### config.mk
export PLATFORM = sky130hd
export DESIGN_NAME = mdu_sequencer
export DESIGN_NICKNAME = d
export VERILOG_FILES = /design/src/rtl/exec_pkg.sv /design/src/rtl/mdu_step.sv /design/src/rtl/mdu_sequencer.sv
export SDC_FILE = /design/constraint.sdc
export NUM_CORES = 1
export LEC_CHECK = 0
export CAP_MARGIN = 20
export CELL_PAD_IN_SITES_DETAIL_PLACEMENT = 0
export CELL_PAD_IN_SITES_GLOBAL_PLACEMENT = 1
export CORE_UTILIZATION = 42
export DETAILED_ROUTE_END_ITERATION = 16
export DONT_BUFFER_PORTS = 1
export MAX_ROUTING_LAYER = met4
export PLACE_DENSITY = 0.74
export RECOVER_POWER = 25
export SYNTH_ARGS = -nofsm -noshare
export SYNTH_HDL_FRONTEND = slang
export SYNTH_SLANG_ARGS = --single-unit
export TNS_END_PERCENT = 50
### constraint.sdc
create_clock -name clk_i -period 5.6 [get_ports clk_i]
set_clock_uncertainty 0.15 [all_clocks]
set_input_delay 0.56 -clock clk_i [delete_from_list [all_inputs] [get_ports clk_i]]
set_output_delay 0.56 -clock clk_i [all_outputs]
set_load 0.01 [all_outputs]
### src/rtl/exec_pkg.sv
// Shared execute-stage types for the multiply/divide unit: op and FSM state
// encodings plus the default datapath width.
package exec_pkg;

  localparam int MDU_WIDTH = 32;

  typedef enum logic [1:0] {
    MUL   = 2'b00,
    MULHU = 2'b01,
    DIVU  = 2'b10,
    REMU  = 2'b11
  } mdu_op_t;

  typedef enum logic [1:0] {
    IDLE = 2'b00,
    RUN  = 2'b01,
    DONE = 2'b10
  } mdu_state_t;

  function automatic logic op_is_div(input mdu_op_t op);
    return op[1];
  endfunction

endpackage

### src/rtl/mdu_step.sv
// One combinational iteration of the MDU: a shift-add multiply step or a
// restoring divide step on the shared 2*WIDTH accumulator.
module mdu_step #(
  parameter int WIDTH = 32
) (
  input  logic               is_div_i,
  input  logic [2*WIDTH-1:0] acc_i,
  input  logic [WIDTH-1:0]   b_i,
  output logic [2*WIDTH-1:0] acc_o
);

  logic [WIDTH:0] sum_s;
  logic [WIDTH:0] rem_sh_s;
  logic [WIDTH:0] diff_s;

  always_comb begin
    sum_s    = {1'b0, acc_i[2*WIDTH-1:WIDTH]}
             + (acc_i[0] ? {1'b0, b_i} : {(WIDTH+1){1'b0}});
    rem_sh_s = acc_i[2*WIDTH-1:WIDTH-1];
    // rem_sh_s < 2*b, so the MSB of this WIDTH+1-bit difference is a clean borrow
    diff_s   = rem_sh_s - {1'b0, b_i};
    if (is_div_i) begin
      if (!diff_s[WIDTH]) begin
        acc_o = {diff_s[WIDTH-1:0], acc_i[WIDTH-2:0], 1'b1};
      end else begin
        acc_o = {rem_sh_s[WIDTH-1:0], acc_i[WIDTH-2:0], 1'b0};
      end
    end else begin
      acc_o = {sum_s, acc_i[WIDTH-1:1]};
    end
  end

endmodule

### src/rtl/mdu_sequencer.sv
// Multi-cycle MUL/MULHU/DIVU/REMU unit beside the ALU: stalls the pipeline
// while iterating one bit per cycle, then strobes a registered result.
module mdu_sequencer
  import exec_pkg::*;
#(
  parameter int WIDTH = MDU_WIDTH,
  parameter int CNT_W = 6
) (
  input  logic             clk_i,
  input  logic             rst_i,
  input  logic             start_i,
  input  logic [1:0]       op_i,
  input  logic [WIDTH-1:0] a_i,
  input  logic [WIDTH-1:0] b_i,
  input  logic             flush_i,
  output logic             stall_o,
  output logic             busy_o,
  output logic [WIDTH-1:0] result_o,
  output logic             valid_o,
  output logic             divzero_o
);

  mdu_state_t         state_q, state_d;
  mdu_op_t            op_q, op_d;
  logic [WIDTH-1:0]   b_q, b_d;
  logic [2*WIDTH-1:0] acc_q, acc_d;
  logic [CNT_W-1:0]   cnt_q, cnt_d;
  logic [WIDTH-1:0]   result_q, result_d;
  logic               valid_q, valid_d;
  logic               divzero_q, divzero_d;
  logic               stall_s;
  logic [2*WIDTH-1:0] step_acc_s;

  mdu_step #(.WIDTH(WIDTH)) u_step (
    .is_div_i (op_is_div(op_q)),
    .acc_i    (acc_q),
    .b_i      (b_q),
    .acc_o    (step_acc_s)
  );

  always_ff @(posedge clk_i or posedge rst_i) begin
    if (rst_i) begin
      state_q   <= IDLE;
      op_q      <= MUL;
      b_q       <= {WIDTH{1'b0}};
      acc_q     <= {(2*WIDTH){1'b0}};
      cnt_q     <= {CNT_W{1'b0}};
      result_q  <= {WIDTH{1'b0}};
      valid_q   <= 1'b0;
      divzero_q <= 1'b0;
    end else begin
      state_q   <= state_d;
      op_q      <= op_d;
      b_q       <= b_d;
      acc_q     <= acc_d;
      cnt_q     <= cnt_d;
      result_q  <= result_d;
      valid_q   <= valid_d;
      divzero_q <= divzero_d;
    end
  end

  always_comb begin
    state_d   = state_q;
    op_d      = op_q;
    b_d       = b_q;
    acc_d     = acc_q;
    cnt_d     = cnt_q;
    result_d  = result_q;
    valid_d   = 1'b0;
    divzero_d = 1'b0;
    stall_s   = 1'b0;
    case (state_q)
      IDLE: begin
        stall_s = start_i & ~flush_i;
        if (start_i && !flush_i) begin
          op_d  = mdu_op_t'(op_i);
          b_d   = b_i;
          acc_d = {{WIDTH{1'b0}}, a_i};
          cnt_d = {CNT_W{1'b0}};
          if (op_is_div(mdu_op_t'(op_i)) && (b_i == {WIDTH{1'b0}})) begin
            state_d   = DONE;
            valid_d   = 1'b1;
            divzero_d = 1'b1;
            result_d  = (op_i == DIVU) ? {WIDTH{1'b1}} : a_i;
          end else begin
            state_d = RUN;
          end
        end else begin
          state_d = IDLE;
        end
      end
      RUN: begin
        stall_s = ~flush_i;
        if (flush_i) begin
          state_d = IDLE;
        end else begin
          acc_d = step_acc_s;
          cnt_d = cnt_q + {{(CNT_W-1){1'b0}}, 1'b1};
          if (cnt_q == CNT_W'(WIDTH-1)) begin
            state_d  = DONE;
            valid_d  = 1'b1;
            // MULHU and REMU live in the upper half, MUL and DIVU in the lower
            result_d = op_q[0] ? step_acc_s[2*WIDTH-1:WIDTH] : step_acc_s[WIDTH-1:0];
          end else begin
            state_d = RUN;
          end
        end
      end
      DONE: begin
        state_d = IDLE;
      end
      default: begin
        state_d = IDLE;
      end
    endcase
  end

  assign stall_o   = stall_s & ~rst_i;
  assign busy_o    = (state_q != IDLE);
  assign result_o  = result_q;
  assign valid_o   = valid_q & ~flush_i;
  assign divzero_o = divzero_q & ~flush_i;

endmodule

==> impl_metrics.json, run 1 <==
{
  "status": "finished clean",
  "utilization": 0.465,
  "multi_input_area_sq_um": 6610,
  "drt_wl_total_microns": 34100,
  "fillerInstances": 2443,
  "drv_slew": 0,
  "start_util": 0.432,
  "place_congestion": 0.942,
  "dp.final_hpwl_microns": 25300,
  "synth.largest_area_cell": "dfrtp_1",
  "synth_cells": 1305,
  "crit_family": "compound AO/OA/AOI/OAI gates",
  "core_area_sq_um": 24500,
  "track_usage": 0.282,
  "worstSetupStartpointType": "register",
  "max_freq_mhz": 233,
  "reg2reg_to": "result_o[8]$_DFFE_PP0P_",
  "crit_fanout": 20,
  "clock_path_buffers": 2,
  "viasPerCell": 5.88,
  "layout.nets": 1396,
  "pin_count": 106,
  "reg2reg_from": "acc_q[31]$_DFFE_PP0P_",
  "regArea_sq_um": 3480,
  "critPathMaxStageDelay_ps": 420,
  "yosys_warnings": 0,
  "finalHoldViolations": 0,
  "post_cts_buffers": 0,
  "insertedDiodeCount": 0,
  "maxCapViolations": 0,
  "layout_commonest_cell": "o21ai_0",
  "worst-path-buf-inv": 2,
  "dr.pass1.iters": 7,
  "leakage_uw": 0.00498,
  "cts_tree": "done",
  "r2r_cells": 14,
  "antenna_found_initial": 0,
  "synth_edf_count": 0,
  "synth_cell_type_count": 70,
  "grt_pass1_vias": 9182,
  "cts_sinks": 139,
  "pwr_density_cell_nw_per_um2": 632,
  "drc": 0,
  "cp-end-kind": "register",
  "synthTopCellsByArea": "dfrtp_1 (33%), o21ai_0 (8.0%), ha_1 (7.7%)",
  "die_w_microns": 161,
  "syn_area_per_cell_sq_um": 8.09,
  "post-route-period-util": 0.767,
  "crit_start": "acc_q[31]$_DFFE_PP0P_",
  "hp-class": "input port to async pin",
  "clk_latency_ps": 440,
  "crit_chain": "inv_1 > ha_1 > inv_1 > fa_1 > a211oi_1 > o21ai_1 > o2111ai_1 > nand4_1 > a21oi_1 > xnor2_4 > mux2_2 > mux2i_1 > mux2i_1 > a221o_1",
  "via_count": 9379,
  "cts-htree-levels": 4,
  "most-common-layout-cells": "o21ai_0 (168), nand2_1 (158), dfrtp_1 (138)",
  "rrSetupSlack_ps": 1300,
  "synth_ff_type": "dfrtp_1",
  "cts_resized": 0,
  "worstPathRequired_ps": 5780,
  "path_clk_slew_ps": 70,
  "die_y_microns": 161,
  "worstMarginPinSlew_ps": 1000,
  "irDropWorstVdd_uv": 227,
  "rsz0062_at_grt": "no",
  "async_flop_share": 1.00,
  "area_growth_pct": 7.68,
  "worst-path-stages": 14,
  "slowest_stage": "fa_1",
  "ctsRootBufferMaster": "clkbuf_16",
  "critPathKind": "register to register",
  "hold_buffers": 0,
  "grt_pass1_wl_microns": 54000,
  "synth_top_area_share": 0.329,
  "setup_viol": 0,
  "post_drt_wl_per_cell_microns": 21.4,
  "die-area_sq_um": 25800,
  "synth_area_sq_um": 10600,
  "port_buffers": 0,
  "grt_overflow": 0,
  "fin_area_sq_um": 11400,
  "max_slew_margin": 0.327,
  "crit_end": "result_o[8]$_DFFE_PP0P_",
  "ys_seq_elements": 139,
  "syn-num-nets": 1442,
  "drtIter0Drc": 669,
  "fp-row-count": 57,
  "ant_nets": 0,
  "critical_path_arrival_ps": 4480,
  "yosysSeqAreaShare": 0.329,
  "grt_max_degree": 105,
  "tns_ps": 0,
  "period_needed_ps": 4300,
  "placed_area_sq_um": 10800,
  "cts_buffers": 17,
  "drive_gt1_frac": 0.0605
}
flip-flops by register name (all words and copies together) (netlist names):
register	cells
state_q	2
op_q	2
result_o	32
b_q	32
cnt_q	6
divzero_q	1
acc_q	64
worst min path at each step:
stage | from | endpoint | slack (ps)
final | rst_i | result_o[9]$_DFFE_PP0P_ | 20
after floorplan | acc_q[17]$_DFFE_PP0P_ | acc_q[17]$_DFFE_PP0P_ | 320
after global placement | acc_q[31]$_DFFE_PP0P_ | acc_q[31]$_DFFE_PP0P_ | 340
after global routing | op_i[0] | op_q[0]$_DFFE_PP0P_ | 90
after detailed placement | acc_q[31]$_DFFE_PP0P_ | acc_q[31]$_DFFE_PP0P_ | 350
after CTS | flush_i | state_q[0]$_DFF_PP0_ | 80
worst reg2reg max path, cell delays in order, from the launching register on:
cell and delay, ps:
dfrtp_1 390, inv_1 80, ha_1 160, inv_1 50, fa_1 420, a211oi_1 230, o21ai_1 230, o2111ai_1 290
nand4_1 180, a21oi_1 370, xnor2_4 390, mux2_2 430, mux2i_1 340, mux2i_1 140, a221o_1 340
stage by stage:
stage	total power, uW	setup slack (ps)	cells	hold slack, ps
CTS	7170	1250	1596	83.4
floorplan	4830	1170	1305	315
detailed placement	5970	1300	1564	347
global route	7750	972	1596	85.6
global placement	5970	1390	1564	343
finish	7190	1300	1596	15.5
where the power goes:
part / internal, uW / leakage [uW] / switching (uW) / total, uW
logic: 1610 / 0.00296 / 2470 / 4070
clock network: 632 / 0.000276 / 542 / 1170
registers: 1390 / 0.00174 / 554 / 1950
total: 3630 / 0.00498 / 3560 / 7190
layer usage:
| metal | vias up | track usage | wire length [microns] |
|---|---|---|---|
| met3 | 25 | 0.0501 | 2180 |
| met5 | - | - | 0 |
| li1 | 4622 | - | - |
| met1 | 4468 | 0.401 | 16700 |
| met4 | 0 | 0.0675 | 541 |
| met2 | 264 | 0.413 | 14700 |
kinds of logic (layout without fill, tap and decap cells):
| family | after synthesis | after routing | share of synthesized area |
|---|---|---|---|
| AOI/OAI and AO/OA | 450 | 450 | 0.261 |
| xor gates and xnor gates | 54 | 54 | 0.0455 |
| adders and majority gates | 67 | 67 | 0.0808 |
| buffers and inverters | 129 | 96 | 0.0475 |
| DFF | 139 | 139 | 0.329 |
| muxes | 60 | 60 | 0.0578 |
| and+or+nand+nor | 406 | 406 | 0.178 |
synth_stat cells, types with 3 or more instances:
cell type	number
o21ai_0	168
nand2_1	158
dfrtp_1	139
a21oi_1	119
nor2_1	98
ha_1	65
clkbuf_1	63
mux2i_1	52
inv_1	49
and2_1	33
xnor2_1	33
a21o_1	25
nand3_1	20
xor2_1	20
nand4_1	16
a211oi_1	15
or3_1	15
o21a_1	13
a31oi_1	12
nor2b_1	11
nor3_1	11
o211ai_1	11
a221oi_1	10
nand2b_1	10
nor4_1	10
o221ai_1	9
o22ai_1	9
mux2_2	8
and3_1	7
buf_1	7
buf_2	7
o21bai_1	7
a22o_1	6
o21ai_1	5
o31ai_1	5
a221o_1	4
or2_2	4
a21oi_2	3
o2111ai_1	3
o311ai_0	3
or4_1	3
cell type report:
| cell class | instances | area share |
|---|---|---|
| Multi-Input combinational cell | 1037 | 0.581 |
| Clock buffer | 18 | 0.0377 |
| Timing Repair Buffer | 14 | 0.00924 |
| Clock inverter | 14 | 0.0132 |
| Tap cell | 324 | 0.0356 |
| Sequential cell | 139 | 0.306 |
| Inverter | 50 | 0.0169 |
Power figures use the tool's default switching activity.
==> run 2, diff against run 1 <==
--- a/config.mk
+++ b/config.mk
@@ -12,7 +12,7 @@
 export DETAILED_ROUTE_END_ITERATION = 16
 export DONT_BUFFER_PORTS = 1
 export MAX_ROUTING_LAYER = met4
-export PLACE_DENSITY = 0.74
+export PLACE_DENSITY = 0.77
 export RECOVER_POWER = 25
 export SYNTH_ARGS = -nofsm -noshare
 export SYNTH_HDL_FRONTEND = slang
==> constraint.sdc (replaced) <==
create_clock -name clk_i -period 3.55 [get_ports clk_i]
set_clock_uncertainty 0.15 [all_clocks]
set_input_delay 0.355 -clock clk_i [delete_from_list [all_inputs] [get_ports clk_i]]
set_output_delay 0.355 -clock clk_i [all_outputs]
set_load 0.01 [all_outputs]
==> run 2 against run 1 <==
The run now ends with capacitance limit, slew limit, setup timing left. Sequential share of layout area down 5.0 points. First-iteration DRC count up 22%. Design area up 20%. Core utilization up 9.1 points. Fmax up 21%. Combinational power up 110%. Critical path depth up 4. Hold slack worse by 12 ps. Register-to-register slack worse by 1300 ps. Critical endpoint is now result_o[1]$_DFFE_PP0P_.
==> impl_metrics.json, run 2 (same netlist as run 1, synthesis figures left out) <==
{
  "cts_tree": "done",
  "pwr-share-seq": 0.222,
  "dr.pass1.iters": 7,
  "worstPathRequired_ps": 3690,
  "multi_input_area_sq_um": 7090,
  "drtIter0Drc": 819,
  "track_usage": 0.297,
  "crit_chain": "buf_4 > ha_4 > inv_2 > fa_2 > a211oi_2 > o21ai_2 > o2111ai_2 > nand4_1 > a21oi_1 > buf_4 > xnor2_4 > buf_6 > buf_6 > mux2i_2 > nor2_1 > a21oi_1 > buf_4 > a221oi_2",
  "area_growth_pct": 28.7,
  "irDropWorstVdd_uv": 428,
  "pwr-share-comb": 0.633,
  "drive_gt1_frac": 0.181,
  "port_buffers": 0,
  "critPathKind": "register to register",
  "crit_fanout": 7,
  "clk_latency_ps": 440,
  "ant_nets": 0,
  "die_w_microns": 161,
  "tns_ps": -1.30,
  "leakage_uw": 0.00597,
  "path_clk_slew_ps": 70,
  "grt_overflow": 0,
  "ctsRootBufferMaster": "clkbuf_16",
  "dp.final_hpwl_microns": 26700,
  "utilization": 0.556,
  "max_freq_mhz": 282,
  "cts-htree-levels": 4,
  "p_int_uw": 7270,
  "grt_pass1_vias": 10400,
  "post-route-period-util": 1.00,
  "cp-end-kind": "register",
  "slowest_stage": "fa_2",
  "pwr_density_cell_nw_per_um2": 1010,
  "worst-path-buf-inv": 6,
  "largest_register_ffs": 64,
  "worstMarginPinSlew_ps": 2190,
  "failed_checks": "capacitance limit, slew limit, setup timing",
  "switching_share": 0.470,
  "via_count": 10500,
  "layout.nets": 1578,
  "layout_commonest_cell": "nand2_1",
  "power_frac_clock": 0.146,
  "drt_wl_total_microns": 37300,
  "dp_cells": 1659,
  "finalHoldViolations": 0,
  "antenna_found_initial": 1,
  "maxCapViolations": 2,
  "switchingPower_uw": 6440,
  "fillerInstances": 2266,
  "grt_max_degree": 70,
  "critical_path_arrival_ps": 3690,
  "post_drt_wl_per_cell_microns": 20.9,
  "clock_path_buffers": 2,
  "crit_top_cell": "buf_4",
  "rsz0062_at_grt": "yes",
  "setup_viol": 1,
  "drc": 0,
  "status": "finished, violations left",
  "worstSetupStartpointType": "register",
  "period_needed_ps": 3550,
  "grt_pass1_wl_microns": 57500,
  "core_area_sq_um": 24500,
  "place_congestion": 0.938,
  "viasPerCell": 5.89,
  "max_slew_margin": -0.457,
  "most-common-layout-cells": "nand2_1 (158), o21ai_0 (155), dfrtp_1 (137)",
  "layout_setup_ws_ps": -1.30,
  "crit_family": "compound AO/OA/AOI/OAI gates",
  "pin_count": 106,
  "cts_sinks": 139,
  "start_util": 0.432,
  "die_y_microns": 161,
  "top_register": "acc_q",
  "regArea_sq_um": 3480,
  "cts_buffers": 17,
  "stdcell_count": 1779,
  "critPathMaxStageDelay_ps": 390,
  "fp-row-count": 57,
  "drv_slew": 83,
  "die-area_sq_um": 25800,
  "hp-class": "input port to register"
}
-- run 2: changes by cell type in the layout (fill, tap and decap cells not counted), sizes merged --
cell	previous run	this run
clkinv	1	0
bufinv	1	3
dlygate4sd3	0	64
clkbuf	18	22
clkinvlp	3	2
dlymetal6s4s	0	1
buf	14	127
diode	0	1
-- run 2: final timing paths --
| kind | depth (start not counted) | slack (ps) | start | endpoint |
|---|---|---|---|---|
| worst max-delay path | 18 | -1 | b_q[0]$_DFFE_PP0P_ | result_o[1]$_DFFE_PP0P_ |
| worst min-delay path | 2 | 3 | a_i[10] | result_o[10]$_DFFE_PP0P_ |
| worst max register to register | 18 | -1 | b_q[0]$_DFFE_PP0P_ | result_o[1]$_DFFE_PP0P_ |
| worst min register to register | 2 | 360 | acc_q[8]$_DFFE_PP0P_ | acc_q[8]$_DFFE_PP0P_ |
| max in group asynchronous | 3 | 630 | rst_i | acc_q[24]$_DFFE_PP0P_ |
| min in group asynchronous | 2 | 170 | rst_i | result_o[9]$_DFFE_PP0P_ |
-- run 2: metrics by stage --
stage               total power [uW]  cell area, sq um  setup WS (ps)  hold WS [ps]
finish                         13700             13600          -1.30          3.16
global route                   14600             13600           -124          28.3
CTS                            12600             13000           4.17         0.536
detailed placement             10300             11600           -194           322
global placement               10300             11600           -132           322
floorplan                       7620             10600           45.1           294
-- run 2: cell type report --
| cell class | instances | share of cell area |
|---|---|---|
| inverter | 50 | 0.0139 |
| antenna | 1 | 0.000184 |
| clock buffer | 18 | 0.0323 |
| timing repair buffer | 196 | 0.132 |
| clock inverter | 14 | 0.0142 |
| sequential | 139 | 0.256 |
| multi-input combinational | 1037 | 0.522 |
| tap | 324 | 0.0298 |
-- run 2: power by group through the flow --
stage | registers (uW) | logic (uW) | clock network (uW)
2_1_floorplan | 2670 | 4950 | 0
3_3_place_gp | 2990 | 7280 | 0
3_5_place_dp | 2980 | 7330 | 0
4_1_cts | 2980 | 7590 | 2000
5_1_grt | 3100 | 9420 | 2070
6_report | 3040 | 8670 | 2000
-- run 2: metal layers --
metal	GRT usage	share of wire
met3	0.0617	0.064
met2	0.429	0.43
met1	0.410	0.47
met5	-	0
met4	0.103	0.028
-- run 2: what timing repair did --
action,in CTS,in global routing
setup endpoints to repair,24,47
hold buffers,64,0
setup buffers,4,16
gates cloned,0,3
gates resized for setup,23,83
endpoints found under the hold margin,105,0
pin swaps,9,37
==> run 3, diff against run 2 <==
--- a/config.mk
+++ b/config.mk
@@ -12,7 +12,7 @@
 export DETAILED_ROUTE_END_ITERATION = 16
 export DONT_BUFFER_PORTS = 1
 export MAX_ROUTING_LAYER = met4
-export PLACE_DENSITY = 0.77
+export PLACE_DENSITY = 0.74
 export RECOVER_POWER = 25
 export SYNTH_ARGS = -nofsm -noshare
 export SYNTH_HDL_FRONTEND = slang
==> constraint.sdc (replaced) <==
create_clock -name clk_i -period 4.15 [get_ports clk_i]
set_clock_uncertainty 0.15 [all_clocks]
set_input_delay 0.415 -clock clk_i [delete_from_list [all_inputs] [get_ports clk_i]]
set_output_delay 0.415 -clock clk_i [all_outputs]
set_load 0.01 [all_outputs]
==> run 3 against run 2 <==
The run ends with capacitance limit, slew limit left. Wire length shrank 6.5%. Total power down 28%. Combinational power shrank 34%. Core utilization down 7.2 points. Critical path depth down 4. Hold slack got worse by 0.78 ps. Count of clock-buffer cells in the layout did not move. Cell count shrank 7.6%. Via count down 7.0%. Design area down 13%. Largest cell class unchanged.
==> impl_metrics.json, run 3 (same netlist as run 1, synthesis figures left out) <==
{
  "leakage_uw": 0.00519,
  "dp_cells": 1579,
  "worstSetupStartpointType": "register",
  "cp-end-kind": "register",
  "clk_latency_ps": 430,
  "fp-row-count": 57,
  "max_slew_margin": -0.319,
  "whs_ps": 2.38,
  "worstHoldEndpoint": "b_q[27]$_DFFE_PP0P_",
  "stdcell_count": 1644,
  "hold_start": "b_i[27]",
  "insertedDiodeCount": 0,
  "post-route-period-util": 0.933,
  "largest_register_ffs": 64,
  "irDropWorstVdd_uv": 373,
  "setup_viol": 0,
  "drtIter0Drc": 804,
  "die_w_microns": 161,
  "tns_ps": 0,
  "antenna_found_initial": 0,
  "port_buffers": 0,
  "worstMarginPinSlew_ps": 1980,
  "start_util": 0.432,
  "dp.final_hpwl_microns": 25500,
  "grt_pass1_wl_microns": 54900,
  "clock_path_buffers": 2,
  "hp-class": "input port to register",
  "drc": 0,
  "finalHoldViolations": 0,
  "critPathKind": "register to register",
  "drt_wl_total_microns": 34800,
  "worstPathRequired_ps": 4280,
  "drv_slew": 140,
  "die-area_sq_um": 25800,
  "post_drt_wl_per_cell_microns": 21.2,
  "cts_buffers": 17,
  "power_uw": 9910,
  "grt_max_degree": 140,
  "layout.nets": 1444,
  "cts-htree-levels": 4,
  "period_needed_ps": 3870,
  "via_count": 9744,
  "r2r_cells": 14,
  "core_area_sq_um": 24500,
  "viasPerCell": 5.93,
  "critical_path_arrival_ps": 4010,
  "ant_nets": 0,
  "area_growth_pct": 12.0,
  "dr.pass1.iters": 5,
  "cts_sinks": 139,
  "die_y_microns": 161,
  "grt_overflow": 0,
  "layout_commonest_cell": "o21ai_0",
  "rsz0062_at_grt": "no",
  "failed_checks": "capacitance limit, slew limit",
  "grt_pass1_vias": 9537,
  "maxCapViolations": 1,
  "place_congestion": 0.919,
  "top_register": "acc_q",
  "path_clk_slew_ps": 70,
  "most-common-layout-cells": "o21ai_0 (168), nand2_1 (158), dfrtp_1 (138)",
  "ctsRootBufferMaster": "clkbuf_16",
  "reg2reg_from": "acc_q[0]$_DFFE_PP0P_",
  "crit_fanout": 13,
  "hold_path_depth": 2,
  "cts_tree": "done",
  "reg2reg_to": "result_o[29]$_DFFE_PP0P_",
  "pin_count": 106,
  "status": "finished, violations left",
  "rrSetupSlack_ps": 280,
  "track_usage": 0.284,
  "drive_gt1_frac": 0.0720,
  "max_freq_mhz": 258,
  "pwr_density_cell_nw_per_um2": 837
}
==> run 3: changes by cell type in the layout (fill, tap and decap cells not counted), sizes merged, moves of 2 or more <==
cell	delta
bufinv	-2
dlygate4sd3	-31
buf	-99
clkbuf	-3
==> run 3: repair_timing <==
action                                  CTS  global route
hold endpoints to repair                 73             0
hold buffers                             33             0
endpoints found under the setup margin    0             6
buffers inserted                          0             0
gates resized for setup                   0             4
==> run 3: worst max path at each step <==
stage	cells past startpoint	slack, ps	start	to
after floorplan	14	650	acc_q[0]$_DFFE_PP0P_	result_o[31]$_DFFE_PP0P_
after global placement	16	290	acc_q[31]$_DFFE_PP0P_	result_o[4]$_DFFE_PP0P_
after detailed placement	16	180	acc_q[31]$_DFFE_PP0P_	result_o[4]$_DFFE_PP0P_
after CTS	16	170	acc_q[31]$_DFFE_PP0P_	result_o[4]$_DFFE_PP0P_
after global routing	14	40	acc_q[0]$_DFFE_PP0P_	result_o[29]$_DFFE_PP0P_
final	14	280	acc_q[0]$_DFFE_PP0P_	result_o[29]$_DFFE_PP0P_
==> run 3: per-layer routing <==
layer  part of all wire  global-route usage
met1               0.49               0.410
met2               0.43               0.405
met3              0.065              0.0483
met4              0.019              0.0814
met5                  0                   -
==> run 3: area by class of cell <==
cell class | count | area, sq um
Timing Repair Buffer | 62 | 552
Clock inverter | 14 | 146
Sequential cell | 139 | 3480
Clock buffer | 18 | 429
Fill cell | 2477 | 12600
Inverter | 50 | 191
Multi-Input combinational cell | 1037 | 6620
Tap cell | 324 | 405
==> run 3: metrics by stage <==
stage	utilization	setup WS (ps)	area, sq um
after floorplan	-	645	10600
after global routing	0.484	36.5	11800
after global placement	0.446	287	10900
after detailed placement	0.446	185	10900
final	0.484	276	11800
after CTS	0.483	168	11800
==> run 3: report_power, final <==
group | leakage (uW) | internal (uW) | switching [uW]
logic | 0.00317 | 2280 | 3460
registers | 0.00174 | 1880 | 708
clock network | 0.000278 | 851 | 725
==> run 3: critical path: stages (launching register included) <==
cell	delay [ps]
dfrtp_1	380
buf_4	190
and2_1	150
ha_1	220
fa_1	450
a21oi_1	190
nand4b_1	160
a211oi_1	120
o21a_1	240
a221o_1	390
a221oi_4	330
o21ai_0	170
xnor2_1	140
o21ai_0	290
o221ai_1	160
